==> config.mk <==
export PLATFORM = sky130hd
export DESIGN_NAME = arbitre_bcd
export DESIGN_NICKNAME = d
export VERILOG_FILES = /design/src/rtl/bcd_pkg.sv /design/src/rtl/ConvertisseurBCD.sv /design/src/rtl/rr_selecteur.sv /design/src/rtl/arbitre_bcd.sv
export SDC_FILE = /design/constraint.sdc
export NUM_CORES = 1
export LEC_CHECK = 0
export BUFFER_PORTS_ARGS = -buffer_cell sky130_fd_sc_hd__buf_2
export CORE_UTILIZATION = 25
export CTS_CLUSTER_DIAMETER = 50
export CTS_CLUSTER_SIZE = 8
export DETAILED_ROUTE_END_ITERATION = 8
export PLACE_DENSITY_LB_ADDON = 0.25
export REMOVE_ABC_BUFFERS = 1
export SLEW_MARGIN = 20
export SYNTH_ARGS = -nofsm -noshare
export SYNTH_HDL_FRONTEND = slang
export SYNTH_SLANG_ARGS = --single-unit
==> constraint.sdc <==
create_clock -name clk -period 2.36 [get_ports clk]
set_clock_uncertainty 0.1 [all_clocks]
set_input_delay 0.354 -clock clk [delete_from_list [all_inputs] [get_ports clk]]
set_output_delay 0.354 -clock clk [all_outputs]
set_load 0.05 [all_outputs]
==> src/rtl/bcd_pkg.sv <==
`default_nettype none
// ============================================================================
//  Module      : bcd_pkg
//  Description : Shared constants, FSM encodings, result type and saturation
//                helper for the BCD conversion arbiter (arbitre_bcd).
//  Contents    : BCD_MAX / BCD_SAT saturation limits, 2-bit state codes,
//                resultat_t {bcd, ovf}, function sature().
//  Revision    : 1.0 - initial release
// ============================================================================
package bcd_pkg;

    // Largest operand representable on two BCD digits, and the value the
    // result is clamped to when the operand exceeds it.
    localparam logic [7:0] BCD_MAX = 8'd99;
    localparam logic [7:0] BCD_SAT = 8'h99;

    // Arbiter FSM encodings
    localparam logic [1:0] IDLE    = 2'd0;
    localparam logic [1:0] CHARGE  = 2'd1;
    localparam logic [1:0] CAPTURE = 2'd2;
    localparam logic [1:0] ACQUIT  = 2'd3;

    // Registered conversion result: two BCD digits plus overflow flag
    typedef struct packed {
        logic [7:0] bcd;
        logic       ovf;
    } resultat_t;

    // Clamp the converter output: operands above BCD_MAX cannot be shown on
    // two digits, so they read as 99 with the overflow flag raised.
    function automatic resultat_t sature(input logic [7:0] op,
                                         input logic [7:0] conv);
        resultat_t r;
        if (op > BCD_MAX) begin
            r.bcd = BCD_SAT;
            r.ovf = 1'b1;
        end else begin
            r.bcd = conv;
            r.ovf = 1'b0;
        end
        return r;
    endfunction

endpackage : bcd_pkg
`default_nettype wire

==> src/rtl/ConvertisseurBCD.sv <==
`default_nettype none
// ============================================================================
//  Module      : ConvertisseurBCD
//  Description : Combinational 8-bit binary to two-digit BCD converter.
//                Output is {tens, units}. Only meaningful for inputs 0..99;
//                larger inputs are clamped by the caller, so the tens digit
//                is simply truncated to four bits here.
//  Ports       : binaire_i [7:0] - binary operand
//                bcd_o     [7:0] - {tens[3:0], units[3:0]}
//  Revision    : 1.0 - initial release
// ============================================================================
module ConvertisseurBCD (
    input  logic [7:0] binaire_i,
    output logic [7:0] bcd_o
);

    // Division/modulo by a constant: synthesis reduces these to small
    // constant-coefficient logic for an 8-bit input.
    assign bcd_o = {4'(binaire_i / 8'd10), 4'(binaire_i % 8'd10)};

endmodule : ConvertisseurBCD
`default_nettype wire

==> src/rtl/rr_selecteur.sv <==
`default_nettype none
// ============================================================================
//  Module      : rr_selecteur
//  Description : Combinational request selector for arbitre_bcd.
//                Default build: round-robin, first active request found when
//                scanning upward from ptr_i and wrapping modulo NB_REQ.
//                With ARBITRE_BCD_PRIO_FIXE_EN defined: fixed priority, the
//                lowest active index wins and the ptr_i port is removed.
//  Ports       : req_i    [NB_REQ-1:0] - request vector
//                ptr_i    [IDX_W-1:0]  - round-robin start index (RR only)
//                found_o               - at least one request active
//                winner_o [IDX_W-1:0]  - selected requester index
//  Revision    : 1.0 - initial release
// ============================================================================
module rr_selecteur #(
    parameter int NB_REQ = 4,
    parameter int IDX_W  = 2
) (
    input  logic [NB_REQ-1:0] req_i,
`ifndef ARBITRE_BCD_PRIO_FIXE_EN
    input  logic [IDX_W-1:0]  ptr_i,
`endif
    output logic              found_o,
    output logic [IDX_W-1:0]  winner_o
);

`ifdef ARBITRE_BCD_PRIO_FIXE_EN

    // Scan from the top down so the lowest active index is the last write.
    always_comb begin
        found_o  = |req_i;
        winner_o = '0;
        for (int k = NB_REQ - 1; k >= 0; k--) begin
            if (req_i[k]) begin
                winner_o = IDX_W'(k);
            end
        end
    end

`else

    // Index 'off' positions after 'base', wrapped modulo NB_REQ. Written
    // without '%' so NB_REQ need not be a power of two.
    function automatic logic [IDX_W-1:0] rot(input logic [IDX_W-1:0] base,
                                             input int               off);
        int s;
        s = int'(base) + off;
        if (s >= NB_REQ) begin
            s = s - NB_REQ;
        end
        return s[IDX_W-1:0];
    endfunction

    // Scan offsets from farthest to nearest so the request closest to the
    // pointer (offset 0 first) is the final assignment.
    always_comb begin
        found_o  = |req_i;
        winner_o = '0;
        for (int off = NB_REQ - 1; off >= 0; off--) begin
            if (req_i[rot(ptr_i, off)]) begin
                winner_o = rot(ptr_i, off);
            end
        end
    end

`endif

endmodule : rr_selecteur
`default_nettype wire

==> src/rtl/arbitre_bcd.sv <==
`default_nettype none
// ============================================================================
//  Module      : arbitre_bcd
//  Description : Shares one ConvertisseurBCD among NB_REQ requesters using a
//                req/ack handshake. Each transaction walks
//                IDLE -> CHARGE -> CAPTURE -> ACQUIT, so a request seen in
//                IDLE is acknowledged three cycles later. Operands above 99
//                saturate to BCD 99 with ovf raised.
//  Build option: ARBITRE_BCD_PRIO_FIXE_EN - fixed priority (lowest index
//                wins, no rotation pointer). Undefined: round-robin.
//  Ports       : clk                    - clock, rising edge
//                rst                    - synchronous active-high reset
//                req      [NB_REQ-1:0]  - per-requester request
//                binaire  [8*NB_REQ-1:0]- operands, requester k at [8k+7:8k]
//                ack      [NB_REQ-1:0]  - one-cycle completion pulse
//                bcd_out  [7:0]         - {tens, units}, held until next ack
//                ovf                    - overflow, qualified by ack
//                grant_idx[IDX_W-1:0]   - current / last granted requester
//                busy                   - FSM outside IDLE
//  Revision    : 1.0 - initial release
// ============================================================================
module arbitre_bcd
    import bcd_pkg::*;
#(
    parameter int NB_REQ = 4,
    parameter int IDX_W  = 2
) (
    input  logic                  clk,
    input  logic                  rst,
    input  logic [NB_REQ-1:0]     req,
    input  logic [8*NB_REQ-1:0]   binaire,
    output logic [NB_REQ-1:0]     ack,
    output logic [7:0]            bcd_out,
    output logic                  ovf,
    output logic [IDX_W-1:0]      grant_idx,
    output logic                  busy
);

    // ------------------------------------------------------------------
    // State
    // ------------------------------------------------------------------
    logic [1:0]       state_q, state_d;
    logic [IDX_W-1:0] grant_q, grant_d;
    logic [7:0]       op_q,    op_d;
    resultat_t        res_q,   res_d;
`ifndef ARBITRE_BCD_PRIO_FIXE_EN
    logic [IDX_W-1:0] ptr_q,   ptr_d;
`endif

    logic             found_w;
    logic [IDX_W-1:0] winner_w;
    logic [7:0]       op_sel_w;
    logic [7:0]       conv_w;

    // ------------------------------------------------------------------
    // Requester selection
    // ------------------------------------------------------------------
    rr_selecteur #(
        .NB_REQ (NB_REQ),
        .IDX_W  (IDX_W)
    ) u_sel (
        .req_i    (req),
`ifndef ARBITRE_BCD_PRIO_FIXE_EN
        .ptr_i    (ptr_q),
`endif
        .found_o  (found_w),
        .winner_o (winner_w)
    );

    // Operand of the granted requester
    always_comb begin
        op_sel_w = 8'h00;
        for (int k = 0; k < NB_REQ; k++) begin
            if (grant_q == IDX_W'(k)) begin
                op_sel_w = binaire[8*k +: 8];
            end
        end
    end

    // ------------------------------------------------------------------
    // Shared converter, fed from the operand register so the conversion
    // path is register-to-register.
    // ------------------------------------------------------------------
    ConvertisseurBCD u_conv (
        .binaire_i (op_q),
        .bcd_o     (conv_w)
    );

    // ------------------------------------------------------------------
    // Next-state logic
    // ------------------------------------------------------------------
    always_comb begin
        state_d = state_q;
        grant_d = grant_q;
        op_d    = op_q;
        res_d   = res_q;
`ifndef ARBITRE_BCD_PRIO_FIXE_EN
        ptr_d   = ptr_q;
`endif
        case (state_q)
            IDLE: begin
                if (found_w) begin
                    grant_d = winner_w;
                    state_d = CHARGE;
                end
            end
            CHARGE: begin
                // The operand is sampled here; a requester dropping req
                // from now on does not affect the transaction.
                op_d    = op_sel_w;
                state_d = CAPTURE;
            end
            CAPTURE: begin
                res_d   = sature(op_q, conv_w);
                state_d = ACQUIT;
            end
            ACQUIT: begin
`ifndef ARBITRE_BCD_PRIO_FIXE_EN
                // Rotate: the requester after the one just served gets
                // first look at the next arbitration.
                if (grant_q == IDX_W'(NB_REQ - 1)) begin
                    ptr_d = '0;
                end else begin
                    ptr_d = grant_q + IDX_W'(1);
                end
`endif
                state_d = IDLE;
            end
            default: begin
                state_d = IDLE;
            end
        endcase
    end

    // ------------------------------------------------------------------
    // Registers
    // ------------------------------------------------------------------
    always_ff @(posedge clk) begin
        if (rst) begin
            state_q <= IDLE;
            grant_q <= '0;
            op_q    <= 8'h00;
            res_q   <= '0;
`ifndef ARBITRE_BCD_PRIO_FIXE_EN
            ptr_q   <= '0;
`endif
        end else begin
            state_q <= state_d;
            grant_q <= grant_d;
            op_q    <= op_d;
            res_q   <= res_d;
`ifndef ARBITRE_BCD_PRIO_FIXE_EN
            ptr_q   <= ptr_d;
`endif
        end
    end

    // ------------------------------------------------------------------
    // Outputs
    // ------------------------------------------------------------------
    // res_q is only loaded on the CAPTURE->ACQUIT edge, so bcd_out/ovf
    // switch exactly as ACQUIT begins and hold until the next transaction.
    always_comb begin
        ack = '0;
        if (state_q == ACQUIT) begin
            ack[grant_q] = 1'b1;
        end
    end

    assign bcd_out   = res_q.bcd;
    assign ovf       = res_q.ovf;
    assign grant_idx = grant_q;
    assign busy      = (state_q != IDLE);

endmodule : arbitre_bcd
`default_nettype wire
==> results_dict.tcl <==
set metrics [dict create \
    status "finished with violations" \
    violations "DRC" \
    r2r_cells 7 \
    min_path_type "in -> reg" \
    ys_seq_elements 23 \
    peakVddDrop_mv 0.4007 \
    portBuffers 53 \
    cts_tree "done" \
    leakagePower_nw 1.131 \
    cts_sinks 23 \
    synth_edf_count 0 \
    grt_overflow 0 \
    dpl_worst_slack_ns 0.1314 \
    rsz0062_at_grt "false" \
    dpl.hpwl_um 5493 \
    post-cts-setup-buffers 0 \
    min_path_cells 3 \
    cp-start-kind "register" \
    cts_max_path_buffers 2 \
    cts_buffers 3 \
    slew_headroom_pct 63.29 \
    max_slew.worst_pin.slew_ns 0.5506 \
    synth_ff_type "dfxtp_1" \
    area_growth_pct 22.45 \
    yosysMostFrequentCell "a21oi_1" \
    clock_latency_ns 0.28 \
    fin_nets 414 \
    die_x_um 97.83 \
    drc_errors 2 \
    synth_largest_area_cell "dfxtp_1" \
    fin_crit_sh_pct 90.29 \
    finalSetupViolations 0 \
    final_core_util_pct 31.93 \
    postCtsResizedCells 0 \
    ant_nets 0 \
    maxCapViolCount 0 \
    cp_max_fo 17 \
    drt_iter0_drc 154 \
    fp.dieH_um 97.83 \
    grt_pass1_vias 2485 \
    nFillCells 954 \
    yosysWarnings 0 \
    firstDrtPassIters 6 \
    io_pins 54 \
    whs_ns 0.3394 \
    critical_path_arrival_ns 1.68 \
    power_density_nw_per_um2 1074 \
    fmax_mhz 469.3 \
    dr_total_vias 2597 \
    post_synth_most_frequent_cells "a21oi_1 (34), nor2_1 (29), dfxtp_1 (23)" \
    yosys-top-cells-area "dfxtp_1 (20%), a21oi_1 (7.4%), a211oi_1 (4.9%)" \
    die_area_um2 9571 \
    gp_congestion 0.9048 \
    layout_min_cycle_time_ns 2.131 \
    coreArea_um2 8806 \
    syn_area_um2 2296 \
    grt_pass1_wl_um 12440 \
    crit_type "reg -> out" \
    async_reset_ff_share_pct 0 \
    yosysTopAreaCellShare_pct 20.05 \
    layout.cells.non_filler 475 \
    path_clk_slew_ns 0.08 \
    synthCells 312 \
    worst_slack_ns 0.2292 \
    viasPerCell 5.467 \
    grtUsageTotal_pct 15.83 \
    synth.distinct_cells 62 \
    grt_start_max_net_pins 22 \
    clock-root-buffer "clkbuf_8" \
    report.final.hold_viol_count 0 \
    synth_seq_area_share_pct 20.05 \
    std_cell_rows 34 \
    cts_hold_buf 0 \
    dpl.cell_count 471 \
    wl_per_cell_um 15.46 \
    crit_required_ns 1.91 \
    start_util_pct 26.07 \
    finalMaxSlewViolations 0 \
    final_layout_size_suffix_gt1_share_pct 27.79 \
    fin_tns_setup_ns 0 \
    cts_max_level 1 \
    antenna-diode-count 0 \
    crit_path_end_kind "output port" \
    grt_antenna_before_repair 0 \
    wirelength_um 7343 \
    avgSynthCellArea_um2 7.359 \
]
## critical path, cell delays in order (launching register included)
cell	delay, ns
dfxtp_1	0.38
inv_1	0.11
ha_1	0.47
and2_1	0.19
buf_2	0.25
## worst paths after layout
| check | startpoint | end | slack [ns] |
|---|---|---|---|
| worst max-delay path | grant_idx[0] | ack[2] | 0.23 |
| worst min register to register | bcd_out[5] | bcd_out[5] | 0.37 |
| worst max register to register | op_q[5] | bcd_out[4] | 0.23 |
| worst min-delay path | binaire[26] | op_q[2] | 0.34 |
## flip-flops by register name, summed over array words and instances (netlist names)
signal,flops
ptr_q,2
op_q,8
grant_idx,2
bcd_out,8
ovf,1
state_q,2
## per-stage QoR
step,cell area [um^2],total power [mW]
finish,2811,3.018
global route,2811,3.287
CTS,2809,3.008
detailed placement,2763,2.743
global placement,2763,2.739
floorplan,2160,2.052
## placed cells by master (no fill, tap or decap), drive strengths merged, types with 7 or more instances in the layout
cell and instances:
buf 80, a21oi 34, nor2 29, dfxtp 23, a211oi 15, nand2 15, o21ai 15, nor3 15
nor2b 14, inv 14, ha 8, nand2b 8, a221oi 7
## cells by family (layout without fill, tap and decap cells)
kind of cell               Yosys count  after routing  share of synthesized area [%]
and+or+nand+nor                    108            108                          26.43
adders and majority gates            8              8                          4.360
DFF                                 23             23                          20.05
AOI/OAI and AO/OA                  124            124                          38.47
muxes                                3              3                          1.308
buffers and inverters               43             98                          8.229
xor gates and xnor gates             3              3                          1.145
## cell type report
| cell class | count | area, um^2 | area share (%) |
|---|---|---|---|
| Timing Repair Buffer | 80 | 467.9 | 16.64 |
| Clock inverter | 1 | 5.005 | 0.1780 |
| Multi-Input combinational cell | 246 | 1647 | 58.57 |
| Tap cell | 108 | 135.1 | 4.806 |
| Sequential cell | 23 | 462.9 | 16.47 |
| Inverter | 14 | 52.55 | 1.869 |
| Clock buffer | 3 | 41.29 | 1.469 |
## layer usage
metal  GRT usage (%)  wire length (um)  share of wire [%]
met1           21.69              3419                 47
met2           25.41              3358                 46
met3           2.291               378                5.1
met4           5.128               187                2.5
met5               0                 0                  0
## power by group
group	internal [mW]	leakage, nW	switching [mW]
Combinational	0.828	0.916	1.32
Sequential	0.497	0.189	0.113
Clock	0.118	0.0255	0.140
Power figures use the tool's default switching activity.
